File: config.mk
export PLATFORM = sky130hd
export DESIGN_NAME = alu_logic_arbiter
export DESIGN_NICKNAME = d
export VERILOG_FILES = /design/src/rtl/alu_logic_pkg.sv /design/src/rtl/alu_logic_unit.sv /design/src/rtl/alu_logic_arbiter.sv
export SDC_FILE = /design/constraint.sdc
export NUM_CORES = 1
export LEC_CHECK = 0
export BUFFER_PORTS_ARGS = -buffer_cell sky130_fd_sc_hd__buf_4
export CAP_MARGIN = 0
export CORE_ASPECT_RATIO = 0.6
export CORE_MARGIN = 4
export CORE_UTILIZATION = 25
export CTS_CLUSTER_DIAMETER = 50
export CTS_CLUSTER_SIZE = 20
export DETAILED_ROUTE_END_ITERATION = 8
export PLACE_DENSITY = 0.46
export SYNTH_ARGS = -nofsm -noshare
export SYNTH_HDL_FRONTEND = slang
export SYNTH_SLANG_ARGS = --single-unit
File: constraint.sdc
create_clock -name clk -period 2.28 [get_ports clk]
set_input_delay 0.114 -clock clk [delete_from_list [all_inputs] [get_ports clk]]
set_output_delay 0.114 -clock clk [all_outputs]
set_load 0.01 [all_outputs]
File: src/rtl/alu_logic_pkg.sv
// Shared types for the two-requester logic-unit arbiter: op codes, FSM states, default width.
// Latency: none (types, constants and a combinational helper only).
// Backpressure: not applicable.
package alu_logic_pkg;

    localparam int DEF_W = 4;

    typedef enum logic [2:0] {
        OP_AND   = 3'b000,
        OP_NAND  = 3'b001,
        OP_OR    = 3'b010,
        OP_NOR   = 3'b011,
        OP_XOR   = 3'b100,
        OP_XNOR  = 3'b101,
        OP_NOTA  = 3'b110,
        OP_PASSA = 3'b111
    } alu_op_e;

    typedef enum logic [1:0] {
        IDLE = 2'd0,
        EXEC = 2'd1,
        RESP = 2'd2
    } arb_state_e;

    // Increment that sticks at all-ones instead of wrapping.
    function automatic logic [7:0] sat_inc8(input logic [7:0] v);
        return (v == 8'hFF) ? v : v + 8'd1;
    endfunction

endpackage

File: src/rtl/alu_logic_unit.sv
// Combinational 4-bit logic unit; result zero-extended to 2*W bits.
// Latency: 0 cycles (pure combinational).
// Backpressure: none; output follows inputs.
module alu_logic_unit
    import alu_logic_pkg::*;
#(
    parameter int W = DEF_W
) (
    input  logic [W-1:0]   a_i,
    input  logic [W-1:0]   b_i,
    input  alu_op_e        op_i,
    output logic [2*W-1:0] r_o
);

    logic [W-1:0] r;

    // Op decode; the upper half of the result is always zero.
    always_comb begin
        r = '0;
        case (op_i)
            OP_AND:   r = a_i & b_i;
            OP_NAND:  r = ~(a_i & b_i);
            OP_OR:    r = a_i | b_i;
            OP_NOR:   r = ~(a_i | b_i);
            OP_XOR:   r = a_i ^ b_i;
            OP_XNOR:  r = ~(a_i ^ b_i);
            OP_NOTA:  r = ~a_i;
            OP_PASSA: r = a_i;
            default:  r = '0;
        endcase
        r_o = {{W{1'b0}}, r};
    end

endmodule

File: src/rtl/alu_logic_arbiter.sv
// Round-robin share of one logic unit between two requesters; optional grant counters under ALU_ARB_STATS_EN.
// Latency: accept at edge N, res_valid high after edge N+1; one result per 3 cycles at best.
// Backpressure: response held in RESP until res_ready; req*_ready only pulses in IDLE, so pending requests wait.
module alu_logic_arbiter
    import alu_logic_pkg::*;
#(
    parameter int W = DEF_W
) (
    input  logic           clk,
    input  logic           rst,
    input  logic           req0_valid,
    output logic           req0_ready,
    input  logic [W-1:0]   req0_a,
    input  logic [W-1:0]   req0_b,
    input  logic [2:0]     req0_op,
    input  logic           req1_valid,
    output logic           req1_ready,
    input  logic [W-1:0]   req1_a,
    input  logic [W-1:0]   req1_b,
    input  logic [2:0]     req1_op,
    output logic           res_valid,
    input  logic           res_ready,
    output logic [2*W-1:0] res_data,
    output logic           res_id
`ifdef ALU_ARB_STATS_EN
    ,
    output logic [7:0]     grant_cnt0,
    output logic [7:0]     grant_cnt1
`endif
);

    arb_state_e     state_q, state_d;
    logic           last_id_q, last_id_d;
    logic [W-1:0]   a_q, a_d, b_q, b_d;
    alu_op_e        op_q, op_d;
    logic           id_q, id_d;
    logic           res_valid_q, res_valid_d;
    logic [2*W-1:0] res_data_q, res_data_d;
    logic           res_id_q, res_id_d;
    logic           gnt0, gnt1;
    logic [2*W-1:0] unit_r;

    alu_logic_unit #(.W(W)) u_unit (
        .a_i  (a_q),
        .b_i  (b_q),
        .op_i (op_q),
        .r_o  (unit_r)
    );

    // Arbitration, operand capture and response sequencing.
    always_comb begin
        state_d     = state_q;
        last_id_d   = last_id_q;
        a_d         = a_q;
        b_d         = b_q;
        op_d        = op_q;
        id_d        = id_q;
        res_valid_d = res_valid_q;
        res_data_d  = res_data_q;
        res_id_d    = res_id_q;
        gnt0        = 1'b0;
        gnt1        = 1'b0;
        case (state_q)
            IDLE: begin
                // Requester 0 wins unless requester 1 is waiting and 0 was served last.
                if (req0_valid && (!req1_valid || last_id_q)) begin
                    gnt0    = 1'b1;
                    a_d     = req0_a;
                    b_d     = req0_b;
                    op_d    = alu_op_e'(req0_op);
                    id_d    = 1'b0;
                    state_d = EXEC;
                end else if (req1_valid) begin
                    gnt1    = 1'b1;
                    a_d     = req1_a;
                    b_d     = req1_b;
                    op_d    = alu_op_e'(req1_op);
                    id_d    = 1'b1;
                    state_d = EXEC;
                end
            end
            EXEC: begin
                res_data_d  = unit_r;
                res_id_d    = id_q;
                res_valid_d = 1'b1;
                state_d     = RESP;
            end
            RESP: begin
                if (res_ready) begin
                    last_id_d   = res_id_q;
                    res_valid_d = 1'b0;
                    state_d     = IDLE;
                end
            end
            default: state_d = IDLE;
        endcase
    end

    // Reset outranks a grant that would otherwise be visible this cycle.
    assign req0_ready = gnt0 & ~rst;
    assign req1_ready = gnt1 & ~rst;
    assign res_valid  = res_valid_q;
    assign res_data   = res_data_q;
    assign res_id     = res_id_q;

    // State and datapath registers; reset drops any in-flight request.
    always_ff @(posedge clk) begin
        if (rst) begin
            state_q     <= IDLE;
            last_id_q   <= 1'b1;
            a_q         <= '0;
            b_q         <= '0;
            op_q        <= OP_AND;
            id_q        <= 1'b0;
            res_valid_q <= 1'b0;
            res_data_q  <= '0;
            res_id_q    <= 1'b0;
        end else begin
            state_q     <= state_d;
            last_id_q   <= last_id_d;
            a_q         <= a_d;
            b_q         <= b_d;
            op_q        <= op_d;
            id_q        <= id_d;
            res_valid_q <= res_valid_d;
            res_data_q  <= res_data_d;
            res_id_q    <= res_id_d;
        end
    end

`ifdef ALU_ARB_STATS_EN
    logic [7:0] cnt0_q, cnt1_q;

    // Saturating per-requester grant counters.
    always_ff @(posedge clk) begin
        if (rst) begin
            cnt0_q <= '0;
            cnt1_q <= '0;
        end else begin
            if (gnt0) cnt0_q <= sat_inc8(cnt0_q);
            if (gnt1) cnt1_q <= sat_inc8(cnt1_q);
        end
    end

    assign grant_cnt0 = cnt0_q;
    assign grant_cnt1 = cnt1_q;
`endif

endmodule

== Word level (Yosys, flattened, before mapping) ==
Index checks and enable logic that the tools add are counted.

* Reductions and logical operators: 11
* Bitwise gates (word level): 10
* Multiplexer cells: 20
* Equal/unequal tests: 11

{| class="wikitable"
|+ Operators by type and width
! cell !! count
|-
| 4-bit case mux with 8 select lines || 1
|-
| 4-bit 2-to-1 mux || 4
|-
| 4-bit NOT || 4
|-
| 3-bit equality test (second input constant) || 4
|-
| 1-bit 2-to-1 mux || 8
|-
| 2-bit AND reduction || 4
|-
| 3-bit by 2-bit equality test with 1-bit output (second input constant) || 2
|-
| 2-bit 2-to-1 mux || 3
|-
| 3-bit 2-to-1 mux || 2
|-
| 2-bit case mux with 3 select lines || 1
|-
| 4-bit AND || 1
|-
| 4-bit bitwise OR || 1
|-
| 2-bit nonzero test || 2
|-
| 4-bit bitwise XOR || 1
|-
| 3-bit by 1-bit equality test with 1-bit output (second input constant) || 1
|-
| 3-bit logical NOT || 1
|-
| 3-bit inequality test (second input constant) || 1
|-
| 1-bit AND || 2
|-
| 2-bit by 1-bit equality test with 1-bit output (second input constant) || 1
|-
| 2-bit equality test (second input constant) || 1
|-
| 2-bit logical NOT || 1
|-
| 2-bit inequality test (second input constant) || 1
|-
| 1-bit case mux with 2 select lines || 1
|-
| 1-bit logical AND || 1
|-
| 3 further kinds || 3
|}

* Output and inout bits: 12
* Flip-flop bits (word level): 21
* Input bits: 27
* Logic and storage cells: 61

== Logic depth before layout (Yosys ltp) ==
Gate-level depths: netlist (run 1).

* Depth after elaboration: 6
* Mapped depth: 6
* Gate-level depth less buffers: 6

== Cells and area by module ==
Synthesis (run 1) repeated with hierarchy kept, for this count alone.

* Cells, all modules: 164
* Area, all modules: 1452.6 um^2

{| class="wikitable"
|+ Modules (own cells, without submodules)
! module !! cells each !! area each (um^2) !! seq. area each (um^2) !! instances
|-
| alu_logic_arbiter || 131 || 1148.6 || 500.5 || 1
|-
| alu_logic_unit || 33 || 304.0 || 0.0 || 1
|}

== Least setup slack after synthesis (run 1) ==
OpenSTA, ideal clock, no wires.

* Path type: reg2reg
* Start point: register state_q[1]
* End point: register res_data_q[0], in the netlist res_data[0]
* Clock period less this slack: 1341 ps
* Stages on the path, launching flop included: 6
* Buffers on the path: 1
* Required time: 2150 ps
* Setup slack: 939 ps
* Arrival time: 1211 ps
* Setup time: 130 ps
* Cells stage by stage: dfxtp_1 buf_6 nand2b_4 or4_4 o221ai_1 a21oi_1

* Longest elaborated chain between the ends: 1

{| class="wikitable"
|+ RTL lines
! item !! RTL line !! RTL
|-
| from (decl) || alu_logic_arbiter.sv:32 || <nowiki>arb_state_e state_q, state_d;</nowiki>
|-
| from (signal assigned) || alu_logic_arbiter.sv:119 || <nowiki>state_q <= state_d;</nowiki>
|-
| 2-bit by 1-bit equality test with 1-bit output || alu_logic_arbiter.sv:63 || <nowiki>case (state_q)</nowiki>
|-
| to (signal assigned) || alu_logic_arbiter.sv:126 || <nowiki>res_data_q <= res_data_d;</nowiki>
|-
| to (decl) || alu_logic_arbiter.sv:38 || <nowiki>logic [2*W-1:0] res_data_q, res_data_d;</nowiki>
|}

Every way passes these cells.
A chain may end at the register's enable or synchronous reset.

== Worst setup path in the final report (run 1) ==
* Start point: register a_q[0]
* End point: register res_data_q[0], in the netlist res_data[0]

* Longest elaborated chain between the ends: 3
* Elaborated cells on any way between the ends: 8
* Those cells by class: 1 x mux; 7 x bitwise

{| class="wikitable"
|+ RTL lines
! item !! RTL line !! RTL
|-
| from (decl) || alu_logic_arbiter.sv:34 || <nowiki>logic [W-1:0] a_q, a_d, b_q, b_d;</nowiki>
|-
| from (signal assigned) || alu_logic_arbiter.sv:111 || <nowiki>a_q <= '0;</nowiki>
|-
| from (signal assigned) || alu_logic_arbiter.sv:121 || <nowiki>a_q <= a_d;</nowiki>
|-
| 4-bit bitwise XOR, or another cell as far along || alu_logic_unit.sv:25, alu_logic_unit.sv:26 ||
|-
| 4-bit NOT (on tied branches) || alu_logic_unit.sv:26, alu_logic_unit.sv:22, alu_logic_unit.sv:24 ||
|-
| 4-bit case mux with 8 select lines (*) || alu_logic_unit.sv:20 || <nowiki>case (op_i)</nowiki>
|}

Mark *: on every way between the ends. The rest lies on a longest branch, timed or not.

==> summary.md, run 1 <==
| Metric | Value |
|---|---|
| Final Non-Filler Cells | `247` |
| Synth area leaders | `dfxtp_1 31%, mux2i_1 8.9%, ha_1 7.4%` |
| Post-Route Setup TNS | `0 ns` |
| Crit end category | `flip-flop` |
| Syn avg cell area | `8.80 sq um` |
| DRT iter0 DRCs | `38` |
| RSZ-0062 raised after global routing | `no` |
| Rows | `20` |
| Synth Flop Type | `dfxtp_1` |
| Largest area contributor in the netlist | `dfxtp_1` |
| F_max | `621 MHz` |
| # diodes | `0` |
| Yosys reg bits | `21` |
| Pleak | `0.000722 uW` |
| Max cap viols | `0` |
| Crit start category | `flip-flop` |
| Register-to-Register Path Depth | `6` |
| Most instantiated library cell after synthesis | `dfxtp_1` |
| Post-layout net count | `217` |
| Crit path kind | `reg2reg` |
| Post-layout util | `32.3%` |
| R2R Path End | `res_data[0]$_SDFFE_PP0P_` |
| Largest net degree at the start of global routing | `24` |
| Power Total | `1030 uW` |
| WHS Path Cells | `3` |
| Final min period | `1.61 ns` |
| Final hold viol count | `0` |
| Post-synthesis compound-gate area fraction | `22.3%` |
| GRT Max-Usage Layer | `met1` |
| Hold endpoint | `state_q[1]$_SDFFE_PP0P_` |
| H-tree levels | `1` |
| Post-Synth Simple-Gate Area | `17.8%` |
| Clk slew on worst S/H paths | `0.08 ns` |
| EDFF count, synth | `0` |
| Gate Count Post-Synth | `154` |
| Clk sinks | `21` |
| Post-synthesis cell type count | `33` |
| PortBufs | `34` |
| Post-synth top cells | `21 x dfxtp_1, 17 x nor2_1, 12 x mux2i_1` |
| Met1 Usage GRT | `16.4%` |
| Post_cts resized | `0` |
| RR Startpoint | `a_q[0]$_SDFFE_PP0P_` |
| Die area | `6700 sq um` |
| Num CTS Buffers | `3` |
| Worst Skew | `0.00166 ns` |
| Cts-stage hold buffer count | `0` |
| Vias per cell | `4.63` |
| Initial Util | `26.3%` |
| Area Growth Syn to Fin | `22.7%` |
| Hpwl dp | `2630 um` |
| CTS Buffer Depth | `2` |
| Clk Latency, worst-skew pair | `0.26 ns` |
| Vias in the first global route | `1,153` |
| Register-to-register setup slack | `0.67 ns` |
| Post-route antenna net violation count | `0` |
| Largest family of logic cells by synthesized area | `compound AO/OA/AOI/OAI gates` |
| CTS tree | `done` |
| Fin. max-slew vios | `0` |
| Slew HR | `49.6%` |
| DRT Pass-1 Iters | `4` |
| Root buf cell | `clkbuf_8` |
| Placer congestion estimate | `0.766` |
| Layout cells sized above 1 | `26.0%` |
| # setup viols final | `0` |
| Global Route met2 Usage | `14.8%` |
| Post-Syn Area | `1360 sq um` |
| Tightest Pin Transition | `0.754 ns` |
| M3 GR Usage | `3.55%` |
| Fraction of registers with async set/reset | `0%` |
| Initial antenna violation count | `0` |
| Grt ovf | `0` |
| WL/cell | `13.5 um` |
| PD cells | `621 nW/um^2` |
| Ports | `39` |
| CP Max Fanout | `4` |
| Mux cell area share after synthesis | `8.86%` |
| Post-Synth XOR/XNOR Area | `2.59%` |
| Yosys top cell area share | `31.0%` |
| Worst Hold Launch | `res_ready` |
| HP Class | `in2reg` |
| Tcrit/Tclk final | `70.6%` |
| Die Wd | `103 um` |
| Die height | `65.0 um` |
| Status | `finished, final reports clean` |
| Drt drc | `0` |
| First-pass GRT wire length | `5660 um` |
| Core region area | `5150 sq um` |
| Arrival time worst endpoint | `1.75 ns` |
| Total global-route track usage | `10.9%` |
| Synth warn | `0` |
| Adder-cell share of the synthesized area | `7.39%` |
| Worst endpoint required time | `2.42 ns` |
| Routed wire length | `3340 um` |
| Placed cells | `243` |
| Sequential cell area fraction in the yosys report | `31.0%` |
| Via count | `1,144` |
| Maximum vdd drop | `0.000237 V` |
| Post-CTS setup buffer count | `0` |
## cells by family (layout without fill, tap and decap cells)
| kind of cell | count (synthesis) | count (layout) |
|---|---|---|
| buffers and inverters | 25 | 49 |
| AND/OR/NAND/NOR | 43 | 43 |
| XOR/XNOR | 4 | 4 |
| AO/OA/AOI/OAI | 40 | 40 |
| flip-flops | 21 | 21 |
| multiplexers | 12 | 12 |
| other | 1 | 4 |
| adder cells (fa/ha/maj) | 8 | 8 |
## worst max path at each step
stage                               endpoint               startpoint  slack, ns  depth (start not counted)
global placement    res_data[1]$_SDFFE_PP0P_  state_q[0]$_SDFFE_PP0P_       0.77                          4
floorplan           res_data[0]$_SDFFE_PP0P_  state_q[1]$_SDFFE_PP0P_       0.94                          5
CTS                 res_data[1]$_SDFFE_PP0P_  state_q[0]$_SDFFE_PP0P_       0.68                          4
global route             a_q[0]$_SDFFE_PP0P_  state_q[0]$_SDFFE_PP0P_       0.52                          3
finish              res_data[0]$_SDFFE_PP0P_      a_q[0]$_SDFFE_PP0P_       0.67                          6
detailed placement  res_data[1]$_SDFFE_PP0P_  state_q[0]$_SDFFE_PP0P_       0.72                          4
## critical path, stage by stage, from the launching register on
cell	delay [ns]
dfxtp_1	0.46
inv_1	0.08
ha_1	0.30
nor2b_1	0.17
o22ai_1	0.11
a222oi_1	0.27
a21oi_1	0.11
## stage by stage
step | cell area (sq um) | hold WS [ns] | setup slack (ns)
after floorplan | 1370 | 0.296 | 0.939
final | 1660 | 0.129 | 0.670
after CTS | 1660 | 0.123 | 0.682
after global placement | 1610 | 0.404 | 0.765
after detailed placement | 1610 | 0.402 | 0.715
after global routing | 1660 | 0.138 | 0.521
## registers in the layout, indices dropped and copies added (netlist names)
name and count:
a_q 4, b_q 4, id_q 1, last_id_q 1
op_q 3, res_data 4, res_id 1, res_valid 1
state_q 2
## layout by cell type, fill, tap and decap left out, types with 2 or more instances in the layout
master    netlist  final
mux2i_1        12     12
nor2_1         17     17
nand2_1         4      4
nor3_1          2      2
o221ai_1        4      4
xnor2_1         4      4
nor2b_1         7      7
clkbuf_8        0      3
a21oi_1         7      7
o21ba_2         4      4
a211oi_1       11     11
o21ai_0         4      4
conb_1          1      4
inv_1          10     10
buf_4           5     34
o22ai_1         4      4
dfxtp_1        21     21
a222oi_1        4      4
ha_1            8      8
and2_1          5      5
## per-layer routing
metal / part of all wire (%) / up-vias
met1: 54 / 513
li1: - / 596
met4: 0.81 / 0
met3: 5.9 / 2
met5: 0 / -
met2: 39 / 33
## area by class of cell
cell class                      instances  area (sq um)
Inverter                               11          41.3
Clock inverter                          1          7.51
Tap cell                               66          82.6
Timing Repair Buffer                   34           255
Fill cell                             554          3490
Clock buffer                            3          41.3
Sequential cell                        21           420
Multi-Input combinational cell        111           815
## report_power, final
group	internal (uW)	total (uW)	leakage [uW]	switching, uW
Sequential	408	476	0.000174	68.5
Clock	123	251	0.0000217	128
Combinational	163	305	0.000526	141
(Power assumes the default switching activity.)
==> run 2, diff against run 1 <==
- clock period: 2.28 -> 1.7 ns (I/O delays scaled with it)
==> run 2 against run 1 <==
  * Clock-buffer cell count is the same
  * Wire length rose by 3.0%
  * First-iteration DRC count decreased by 7.9%
  * Utilization up 0.53 points
  * Cell count grew 1.6%
  * Register-to-register slack lost 0.47 ns
  * Worst hold slack lost 0.018 ns
  * Via count is 0.70% lower
  * Critical path depth decreased by 3
  * Largest power group unchanged
==> summary.md, run 2 (synthesis gave the netlist of run 1 again) <==
| Metric | Value |
|---|---|
| Status | `finished, final reports clean (unchanged)` |
| Area Growth Syn to Fin | `24.7% (was 22.7%)` |
| RSZ-0062 raised after global routing | `no (unchanged)` |
| PortBufs | `34 (unchanged)` |
| Total global-route track usage | `11.2% (was 10.9%)` |
| CTS tree | `done (unchanged)` |
| H-tree levels | `1 (unchanged)` |
| Crit start category | `flip-flop (unchanged)` |
| Most common cell after layout, fill and taps aside | `buf_4 (unchanged)` |
| Drt drc | `0 (unchanged)` |
| CP Max Fanout | `14 (was 4)` |
| Die area | `6700 sq um (unchanged)` |
| Clk Latency, worst-skew pair | `0.26 ns (about the same)` |
| CTS Buffer Depth | `2 (unchanged)` |
| PD cells | `824 nW/um^2 (was 621 nW/um^2)` |
| Hpwl dp | `2750 um (was 2630 um)` |
| Rows | `20 (unchanged)` |
| Vias per cell | `4.53 (was 4.63)` |
| Slew HR | `65.0% (was 49.6%)` |
| Dpl cell area | `1640 sq um (was 1610 sq um)` |
| Post-route antenna net violation count | `0 (unchanged)` |
| Clk slew on worst S/H paths | `0.08 ns (about the same)` |
| Post-route cell area | `1690 sq um (was 1660 sq um)` |
| Root buf cell | `clkbuf_8 (unchanged)` |
| Ports | `39 (unchanged)` |
| DRT iter0 DRCs | `35 (was 38)` |
| Largest net degree at the start of global routing | `24 (unchanged)` |
| Post-layout net count | `221 (was 217)` |
| # setup viols final | `0 (unchanged)` |
| Filler Cell Count | `556 (was 554)` |
| Crit path kind | `reg2out (was reg2reg)` |
| Cts-stage hold buffer count | `0 (unchanged)` |
| # diodes | `0 (unchanged)` |
| Post-CTS setup buffer count | `0 (unchanged)` |
| Placer congestion estimate | `0.825 (was 0.766)` |
| Num CTS Buffers | `3 (unchanged)` |
| Initial antenna violation count | `0 (unchanged)` |
| Final min period | `1.54 ns` |
| Crit end category | `output port (was flip-flop)` |
| Commonest non-fill, non-tap cells in the layout | `38 x buf_4, 21 x dfxtp_1, 17 x nor2_1, 12 x mux2i_1, 11 x a211oi_1 (was 34 x buf_4, 21 x dfxtp_1, 17 x nor2_1, 12 x mux2i_1, 11 x a211oi_1)` |
| Post-Route Setup TNS | `0 ns (unchanged)` |
| CP max-delay cell | `o21ai_4 (was dfxtp_1)` |
| Post_cts resized | `0 (unchanged)` |
| Worst path cell trace | `o21ai_4 -> and3_1 -> buf_4 (was inv_1 -> ha_1 -> nor2b_1 -> o22ai_1 -> a222oi_1 -> a21oi_1)` |
| CP peak stage delay | `0.47 ns (was 0.46 ns)` |
| WL/cell | `13.7 um (was 13.5 um)` |
| Die Wd | `103 um (unchanged)` |
| Maximum vdd drop | `0.000298 V (was 0.000237 V)` |
| Via count | `1,136 (was 1,144)` |
| Grt ovf | `0 (unchanged)` |
| Layout cells sized above 1 | `27.6% (was 26.0%)` |
| Core region area | `5150 sq um (unchanged)` |
| Arrival time worst endpoint | `1.46 ns (was 1.75 ns)` |
| DRT Pass-1 Iters | `6 (was 4)` |
| Worst endpoint required time | `1.62 ns (was 2.42 ns)` |
| HP Class | `in2reg (unchanged)` |
| Tcrit/Tclk final | `90.6%` |
| Max cap viols | `0 (unchanged)` |
| Die height | `65.0 um (unchanged)` |
| Vias in the first global route | `1,108 (was 1,153)` |
| F_max | `649 MHz` |
| Final hold viol count | `0 (unchanged)` |
| Clk sinks | `21 (unchanged)` |
| Tightest Pin Transition | `0.523 ns (was 0.754 ns)` |
| Worst Skew | `0.00221 ns (was 0.00166 ns)` |
| Fin. max-slew vios | `0 (unchanged)` |
| Initial Util | `26.3% (unchanged)` |
| Pleak | `0.000746 uW (was 0.000722 uW)` |
| Routed wire length | `3440 um (was 3340 um)` |
| First-pass GRT wire length | `5710 um (was 5660 um)` |
-- run 2: changes by cell type in the layout (fill, tap and decap cells not counted), sizes merged --
| cell | previous run | this run |
|---|---|---|
| clkinvlp | 1 | 0 |
| clkinv | 0 | 1 |
| buf | 34 | 38 |
-- run 2: path summary, 6_finish.rpt --
path | startpoint | end | slack (ns) | depth (start not counted)
worst max-delay path | last_id_q$_SDFFE_PP1P_ | req1_ready | 0.16 | 3
worst min-delay path | res_ready | state_q[1]$_SDFFE_PP0P_ | 0.11 | 3
worst max register to register | a_q[3]$_SDFFE_PP0P_ | res_data[3]$_SDFFE_PP0P_ | 0.20 | 6
worst min register to register | id_q$_SDFFE_PP0P_ | res_id$_SDFFE_PP0P_ | 0.46 | 2
-- run 2: per-layer routing --
layer	wire [um]	up-vias	share of wire (%)	GRT usage (%)
met5	0	-	0	0
met1	1890	478	55	18.5
met2	1190	49	35	13.3
li1	-	607	-	-
met3	329	2	9.6	3.55
met4	29	0	0.84	2.42
-- run 2: layout make-up --
class,instances,area (sq um),area share (%)
inverter,11,41.3,2.44
multi-input combinational,111,815,48.2
timing repair buffer,38,285,16.9
clock buffer,3,41.3,2.44
sequential,21,420,24.9
tap,66,82.6,4.89
clock inverter,1,5.00,0.296
-- run 2: per-stage QoR --
| stage | setup WS (ns) | instances | hold WS [ns] | total power (uW) | utilization (%) |
|---|---|---|---|---|---|
| after floorplan | 0.359 | 157 | 0.267 | 928 | - |
| after global placement | 0.226 | 247 | 0.377 | 1070 | 31.9 |
| after detailed placement | 0.185 | 247 | 0.388 | 1080 | 31.9 |
| after CTS | 0.135 | 251 | 0.106 | 1410 | 32.8 |
| after global routing | 0.0432 | 251 | 0.137 | 1490 | 32.8 |
| final | 0.159 | 251 | 0.111 | 1390 | 32.8 |
-- run 2: report_power, final --
part / internal, uW / leakage, uW / switching (uW)
clock network: 163 / 0.0000255 / 163
registers: 547 / 0.000174 / 76.6
logic: 234 / 0.000547 / 210
total: 944 / 0.000746 / 449
-- run 2: critical path, delay by kind of cell (launching register included) --
family / cells / cell delay, ns
AO/OA/AOI/OAI: 1 / 0.47
flip-flops: 1 / 0.37
AND/OR/NAND/NOR: 1 / 0.23
buffers and inverters: 1 / 0.12
